## src/rtl/uart_rx_fifo.sv

```systemverilog
// rtl/uart_rx_fifo.sv - FWFT receive FIFO behind the UART receiver with sticky overrun.
// Optional almost_full output is built when UART_RX_FIFO_AF_EN is defined.
module uart_rx_fifo #(
  parameter int DBITS    = 8,
  parameter int ADDR_W   = 4,
  parameter int AF_LEVEL = 12
) (
  input  logic              clk,
  input  logic              rst,
  input  logic              rx_done_tick,
  input  logic [DBITS-1:0]  rx_dout,
  input  logic              rd_en,
  input  logic              clr_overrun,
  output logic [DBITS-1:0]  r_data,
  output logic              empty,
  output logic              full,
  output logic [ADDR_W:0]   count,
  output logic              overrun
`ifdef UART_RX_FIFO_AF_EN
  ,
  output logic              almost_full
`endif
);

  localparam int DEPTH = 2 ** ADDR_W;
  localparam logic [ADDR_W:0] DEPTH_CNT = (ADDR_W + 1)'(DEPTH);

  logic [DBITS-1:0]  mem [DEPTH];
  logic [ADDR_W-1:0] wr_ptr;
  logic [ADDR_W-1:0] rd_ptr;
  logic [ADDR_W:0]   count_next;
  logic              rd_ok;
  logic              wr_ok;
  logic              overflow;

  // A read frees a slot in the same cycle, so a full FIFO still accepts a byte alongside a pop.
  always_comb begin
    rd_ok    = rd_en && !empty;
    wr_ok    = rx_done_tick && (!full || rd_ok);
    overflow = rx_done_tick && full && !rd_ok;
    count_next = count;
    if (wr_ok && !rd_ok) begin
      count_next = count + 1'b1;
    end else if (rd_ok && !wr_ok) begin
      count_next = count - 1'b1;
    end
  end

  always_ff @(posedge clk) begin
    if (wr_ok) begin
      mem[wr_ptr] <= rx_dout;
    end
  end

  assign r_data = mem[rd_ptr];

  always_ff @(posedge clk) begin
    if (rst) begin
      wr_ptr  <= '0;
      rd_ptr  <= '0;
      count   <= '0;
      empty   <= 1'b1;
      full    <= 1'b0;
      overrun <= 1'b0;
    end else begin
      if (wr_ok) begin
        wr_ptr <= wr_ptr + 1'b1;
      end
      if (rd_ok) begin
        rd_ptr <= rd_ptr + 1'b1;
      end
      count <= count_next;
      empty <= (count_next == '0);
      full  <= (count_next == DEPTH_CNT);
      // Set has priority over clear so an overflow coinciding with a clear is never lost.
      if (overflow) begin
        overrun <= 1'b1;
      end else if (clr_overrun) begin
        overrun <= 1'b0;
      end
    end
  end

`ifdef UART_RX_FIFO_AF_EN
  always_ff @(posedge clk) begin
    if (rst) begin
      almost_full <= 1'b0;
    end else begin
      almost_full <= (count_next >= (ADDR_W + 1)'(AF_LEVEL));
    end
  end
`else
  logic unused_af_level;
  assign unused_af_level = ^AF_LEVEL;
`endif

endmodule

```

## config.mk

```make
export PLATFORM = sky130hd
export DESIGN_NAME = uart_rx_fifo
export DESIGN_NICKNAME = d
export VERILOG_FILES = /design/src/rtl/uart_rx_fifo.sv
export SDC_FILE = /design/constraint.sdc
export NUM_CORES = 1
export LEC_CHECK = 0
export CAP_MARGIN = 20
export CORE_MARGIN = 5
export CORE_UTILIZATION = 59
export DETAILED_ROUTE_END_ITERATION = 6
export GPL_ROUTABILITY_DRIVEN = 1
export PLACE_DENSITY = 0.77
export RECOVER_POWER = 100
export SYNTH_ARGS = -nofsm -noshare
export SYNTH_HDL_FRONTEND = slang
export SYNTH_SLANG_ARGS = --single-unit
```

## constraint.sdc

```tcl
create_clock -name clk -period 4.05 [get_ports clk]
set_clock_uncertainty 0.1 [all_clocks]
set_input_delay 1.0125 -clock clk [delete_from_list [all_inputs] [get_ports clk]]
set_output_delay 1.0125 -clock clk [all_outputs]
set_load 0.03 [all_outputs]
```

Word level (Yosys, flattened, before mapping) --
Memories as Yosys holds them, arrays and structs flattened. A register that Yosys moved wholly into a read port is not among the register bits. Cells that the tools add are included.
Word-level totals: bits in registers 16, bits in latches 0, bits in writable memories 128, ROM bits 0, memories kept 1
Operators by class: add/sub/neg operators 4, $mul 0, div/mod/pow operators 0, magnitude comparators 0, equal/unequal tests 1, shift-type cells 0, multiplexer cells 8, bitwise gates (word level) 0, reduce and logical (&&, ||, !) cells 13
Memory list:
- mem | depth 16, bits a word 8, read ports 1, clocked after memory_dff 1, wr ports 1, line 28 | logic [DBITS-1:0] mem [DEPTH];
Operator list (count):
- $mux W5 | 2
- $add A4 B1 Y4 const B | 2
- $mux W4 | 2
- $logic_and A1 B1 Y1 | 6
- $add A5 B1 Y5 const B | 1
- $eq A5 B5 Y1 const B | 1
- $logic_not A5 Y1 | 1
- $sub A5 B1 Y5 const B | 1
- $logic_not A1 Y1 | 4
- $mux W1 | 4
- $reduce_bool A2 Y1 | 1
- $logic_or A1 B1 Y1 | 1

Depth between registers and ports, before layout --
Gate-level depths: netlist (run 1).
depth in word-level cells 9, gate-level depth with buffers 7, mapped depth without buffers 7

Least setup slack after synthesis (run 1) --
OpenSTA, ideal clock, no wires.
kind input to register, start input port rd_en, end memory mem[7][0], enable pin, library setup time 0.385 ns, arrival 2.300 ns, required time 3.565 ns, setup slack 1.265 ns, stages 4, path buffers 0, cell sequence nand2b_1 -> a21boi_1 -> nand2_1 -> nor3b_1
Between the ends: word-level cells in the longest chain between the ends 5
Ends and longest elaborated chain:
- start: declaration | line 12 | input logic rd_en,
- $logic_and A1 B1 Y1 | line 38 | rd_ok = rd_en && !empty;
- $logic_or A1 B1 Y1 | line 39 | wr_ok = rx_done_tick && (!full || rd_ok);
- $logic_and A1 B1 Y1 | line 39
- $mux W1 | line 50 | if (wr_ok) begin
- $mux W1 (not written as such) | line 51 | mem[wr_ptr] <= rx_dout;
- end: declaration | line 28
Every way passes these cells.

==> results of run 1 <==
## flip-flops by register name (all words and copies together), names as in the netlist, named ones only
name	count
wr_ptr	4
mem	128
rd_ptr	4
empty	1
full	1
overrun	1
count	5
## per-layer routing
layer	track usage [%]	vias to the layer above	routed length, um	share of wire, %
met5	0	-	0	0
met1	28.2	1456	4510	39
li1	-	1282	-	-
met2	35.1	119	5870	51
met4	6.77	0	87	0.76
met3	5.59	6	982	8.6
## repair_timing
action	in CTS	in global routing
gates resized for setup	1	4
setup endpoints to repair	6	4
cloned	0	0
## placed cells by master, fill, tap and decap left out, types with 4 or more instances in the layout
cell / synthesis / layout
bufinv_16: 0 / 4
edfxtp_1: 128 / 128
clkinv_4: 0 / 7
dlygate4sd3_1: 0 / 19
and4_1: 5 / 5
clkdlybuf4s50_1: 0 / 5
xor2_1: 4 / 4
xnor2_1: 5 / 5
mux4_2: 16 / 16
nand2_1: 7 / 7
mux4_1: 24 / 24
clkbuf_1: 5 / 6
clkbuf_16: 0 / 16
nor2_1: 18 / 18
dfxtp_1: 20 / 19
and3_1: 7 / 7
inv_1: 6 / 6
ha_1: 7 / 7
## cells by family after synthesis
logic type	after synthesis	synth area share (%)
mux	44	17.4
xor+xnor	9	1.33
compound gates	9	0.991
buf+inv	21	2.15
simple gates	56	5.12
flops	148	71.5
fa+ha+maj	7	1.48
## power groups by stage
| stage | Combinational (mW) | Clock (mW) | Sequential [mW] |
|---|---|---|---|
| floorplan | 0.343 | 0 | 1.79 |
| global placement | 0.504 | 0 | 1.77 |
| detailed placement | 0.514 | 0 | 1.78 |
| CTS | 0.517 | 1.63 | 1.75 |
| global route | 0.534 | 1.71 | 1.75 |
| finish | 0.494 | 1.61 | 1.74 |
## through the flow
stage	hold slack [ns]	setup slack (ns)	cell area [sq um]	instances	util [%]
2_1_floorplan	0.368	1.26	5930	294	-
3_3_place_gp	0.369	0.509	6350	446	64.9
3_5_place_dp	0.386	0.478	6350	446	64.9
4_1_cts	0.406	0.0131	6970	478	71.3
5_1_grt	0.462	0.00581	6940	478	71.0
6_report	0.395	0.0938	6940	478	71.0
## final timing paths
check | start | end | slack (ns)
worst min-delay path | overrun | overrun | 0.39
worst min register to register | overrun | overrun | 0.39
worst max register to register | empty | mem[3][3] | 1.36
worst max-delay path | flip-flop | r_data[5] | 0.09
## worst min-delay path: stages, from the launching register on
cell	delay [ns]
dfxtp_1	0.33
a32oi_1	0.06
nor2_1	0.08
## layout make-up
| type | count | area, sq um | area share (%) |
|---|---|---|---|
| Timing Repair Buffer | 34 | 323 | 4.65 |
| Clock inverter | 15 | 206 | 2.97 |
| Tap cell | 133 | 166 | 2.40 |
| Clock buffer | 17 | 414 | 5.97 |
| Sequential cell | 148 | 4250 | 61.2 |
| Multi-Input combinational cell | 125 | 1560 | 22.5 |
| Inverter | 6 | 22.5 | 0.324 |
==> impl_metrics.tcl, run 1 <==
set metrics [dict create \
    drtIter0Drc 198 \
    area_delta_synth_final_pct 17.0 \
    synth_area_sq_um 5930 \
    async_flop_share_pct 0 \
    drt.antenna.violating_nets 0 \
    slew_headroom_pct 45.2 \
    seqPwrFrac_pct 45.3 \
    outcome "finished, final reports clean" \
    htree_levels 4 \
    cts_inserted_buffers 17 \
    clock_sinks 148 \
    drc 0 \
    grt_use_total_pct 21.3 \
    max_stage_delay_ns 0.61 \
    n_antenna_cell 0 \
    yosys-top-cells-count "edfxtp_1 (128), mux4_1 (24), dfxtp_1 (20)" \
    grt-ovfl-total 0 \
    maxSlewViolCount 0 \
    rr_worst_depth 6 \
    tightest_slew_ns 0.821 \
    grt_max_degree 33 \
    startpoint_type "flip-flop" \
    cp.arrival_ns 2.84 \
    rows 36 \
    synth_edf_count 128 \
    syn_nets 314 \
    switching_share_pct 23.4 \
    p_clk_share_pct 41.8 \
    core-area_sq_um 9770 \
    clk_latency_ns 0.51 \
    layout_min_cycle_time_ns 3.96 \
    crit_family "multiplexers" \
    clk_pin_slew_ns 0.06 \
    min_delay_path_depth 2 \
    power_density_nw_per_um2 554 \
    postCtsSetupBuffers 0 \
    path_buf_inv 2 \
    route.vias.total 2863 \
    fin_crit_sh_pct 97.7 \
    path_class "flip-flop to output port" \
    syn_avg_cell_area_sq_um 20.2 \
    grt_pass1_vias 3007 \
    yosys_warnings 0 \
    grt_pass1_wl_um 17800 \
    drtPass1Iterations 4 \
    yosys_register_bits 148 \
    p_leak_nw 2.33 \
    crit_slowest_cell "clkdlybuf4s50_1" \
    yosysMostFrequentCell "edfxtp_1" \
    rsz0062_at_grt "false" \
    drt-total-wl_um 11400 \
    syn-instance-count 294 \
    required_ns 2.94 \
    routedWlPerCell_um 23.9 \
    ctsHoldBuffers 0 \
    hold_violations 0 \
    yosysTopAreaCellShare_pct 64.8 \
    worstPathMaxFanout 14 \
    ir_drop_uv 351 \
    die_height_um 110 \
    antenna_found_initial 0 \
    die_area_sq_um 12200 \
    internal_power_mw 2.94 \
    cts_buffer_depth 2 \
    critPathCaptureType "output port" \
    fillers 597 \
    fmax_ghz 0.253 \
    p_sw_mw 0.902 \
    path_cells "buf_12 > mux4_1 > mux4_2 > clkdlybuf4s50_1" \
    cts_tree "built" \
    finalSetupViolCount 0 \
    finalSetupTns_ns 0 \
    drive_above_1_share_pct 14.8 \
    max-cap-violations 0 \
    netlist-cell-type-count 36 \
    synth_ff_type "edfxtp_1" \
    gp_congestion 0.815 \
    hold_path.class "flip-flop to flip-flop" \
    start_util_pct 60.7 \
    fin_nets 352 \
    ios 29 \
    p_total_mw 3.85 \
    yosysSeqAreaShare_pct 71.5 \
    die_x_um 110 \
    numPortBuffers 28 \
    post_drt_via_cell_ratio 5.99 \
    combPwrFrac_pct 12.8 \
    synth_area_leaders "edfxtp_1 (65%), mux4_1 (11%), dfxtp_1 (6.7%), mux4_2 (6.1%), ha_1 (1.5%)" \
    root_buffer "clkbuf_8" \
    worst-path-stages 4 \
    place_hpwl_um 6900 \
    synth_top_area_cell "edfxtp_1" \
]
Power figures use the tool's default switching activity.
==> run 2: changes to the inputs <==
--- a/config.mk
+++ b/config.mk
@@ -7,10 +7,10 @@
 export LEC_CHECK = 0
 export CAP_MARGIN = 20
 export CORE_MARGIN = 5
-export CORE_UTILIZATION = 59
+export CORE_UTILIZATION = 50
 export DETAILED_ROUTE_END_ITERATION = 6
 export GPL_ROUTABILITY_DRIVEN = 1
-export PLACE_DENSITY = 0.77
+export PLACE_DENSITY = 0.67
 export RECOVER_POWER = 100
 export SYNTH_ARGS = -nofsm -noshare
 export SYNTH_HDL_FRONTEND = slang
==> impl_metrics.tcl, run 2 (same netlist as run 1, synthesis figures left out) <==
set metrics [dict create \
    area_delta_synth_final_pct 17.2 \
    power_density_nw_per_um2 558 \
    fmax_ghz 0.256 \
    slew_headroom_pct 41.5 \
    finalSetupViolCount 0 \
    final_core_util_pct 60.4 \
    root_buffer "clkbuf_16" \
    htree_levels 4 \
    die_height_um 119 \
    fin_crit_sh_pct 96.4 \
    clock_sinks 148 \
    ir_drop_uv 339 \
    grt-ovfl-total 0 \
    n_antenna_cell 0 \
    antenna_found_initial 0 \
    worstPathMaxFanout 32 \
    critPathCaptureType "output port" \
    required_ns 2.94 \
    grt_pass1_vias 2887 \
    die_area_sq_um 14100 \
    tightest_slew_ns 0.870 \
    hold_path.class "flip-flop to flip-flop" \
    top_register "mem" \
    finalSetupTns_ns 0 \
    start_util_pct 51.5 \
    drive_above_1_share_pct 14.0 \
    postCtsSetupBuffers 0 \
    place_hpwl_um 6890 \
    drt.antenna.violating_nets 0 \
    cts_tree "built" \
    multi_input_comb_area_sq_um 1560 \
    numPortBuffers 28 \
    rows 39 \
    reg.largest.list "mem x128, count x5" \
    cts_resized 0 \
    clk_latency_ns 0.42 \
    grt_max_degree 33 \
    drtPass1Iterations 6 \
    gp_congestion 0.760 \
    fin_nets 351 \
    drt-total-wl_um 11200 \
    drtIter0Drc 270 \
    drc 0 \
    core-area_sq_um 11500 \
    routedWlPerCell_um 23.1 \
    maxSlewViolCount 0 \
    route.vias.total 2803 \
    clk_pin_slew_ns 0.06 \
    post_drt_via_cell_ratio 5.77 \
    startpoint_type "flip-flop" \
    hold_violations 0 \
    layout_min_cycle_time_ns 3.90 \
    path_class "flip-flop to output port" \
    seq_area_sq_um 4250 \
    rsz0062_at_grt "false" \
    mostFrequentLayoutCells "edfxtp_1 (128), mux4_1 (24), dlygate4sd3_1 (21), dfxtp_1 (19), nor2_1 (18)" \
    p_leak_nw 2.33 \
    cts_buffer_depth 2 \
    largest_register_ffs 128 \
    ctsHoldBuffers 0 \
    mostFrequentLayoutCell "edfxtp_1" \
    cts_inserted_buffers 17 \
    grt_use_total_pct 17.2 \
    die_x_um 119 \
    ios 29 \
    outcome "finished, final reports clean" \
    max-cap-violations 0 \
    cp.arrival_ns 2.79 \
    fillers 836 \
    grt_pass1_wl_um 17400 \
]
## run 2: cell count changes in the layout (fill, tap and decap cells not counted), sizes merged
cell | previous run | this run
clkdlybuf4s50 | 5 | 7
inv | 7 | 6
dlymetal6s2s | 1 | 0
clkinv | 9 | 4
dlygate4sd3 | 19 | 21
bufinv | 4 | 5
## run 2: area by class of cell
type	instances	share of cell area [%]
Clock buffer	21	6.34
Multi-Input combinational cell	125	22.5
Inverter	6	0.324
Timing Repair Buffer	33	4.63
Clock inverter	10	2.61
Sequential cell	148	61.1
Tap cell	143	2.57
## run 2: through the flow
| step | area, sq um | cells | hold WS [ns] | worst slack, ns | power (mW) |
|---|---|---|---|---|---|
| 4_1_cts | 6960 | 486 | 0.400 | 0.130 | 3.92 |
| 3_5_place_dp | 6340 | 455 | 0.382 | 0.588 | 2.29 |
| 6_report | 6950 | 486 | 0.387 | 0.147 | 3.88 |
| 2_1_floorplan | 5930 | 294 | 0.368 | 1.26 | 2.13 |
| 3_3_place_gp | 6340 | 455 | 0.369 | 0.610 | 2.28 |
| 5_1_grt | 6950 | 486 | 0.429 | 0.0580 | 4.02 |
## run 2: per-layer routing
layer	routed length (um)	global-route usage [%]	part of all wire, %
met1	5150	23.8	46
met2	5530	25.9	49
met3	399	4.98	3.6
met4	136	7.10	1.2
met5	0	0	0
## run 2: final timing paths
path	cells past startpoint	end	start	slack [ns]
hold / removal	2	overrun	overrun	0.39
hold reg to reg	2	overrun	overrun	0.39
setup / recovery	4	r_data[4]	flip-flop	0.15
setup reg to reg	5	mem[4][2]	empty	1.22
## run 2: worst max-delay path, stage by stage, from the launching register on
cell and delay, ns:
dfxtp_2 0.34, buf_12 0.25, mux4_1 0.61, mux4_2 0.46, dlygate4sd3_1 0.70
## run 2: power by group
part	total (mW)	switching (mW)	internal [mW]
Clock	1.64	0.554	1.09
Sequential	1.73	0.0279	1.70
Combinational	0.505	0.269	0.236
Total	3.88	0.851	3.02
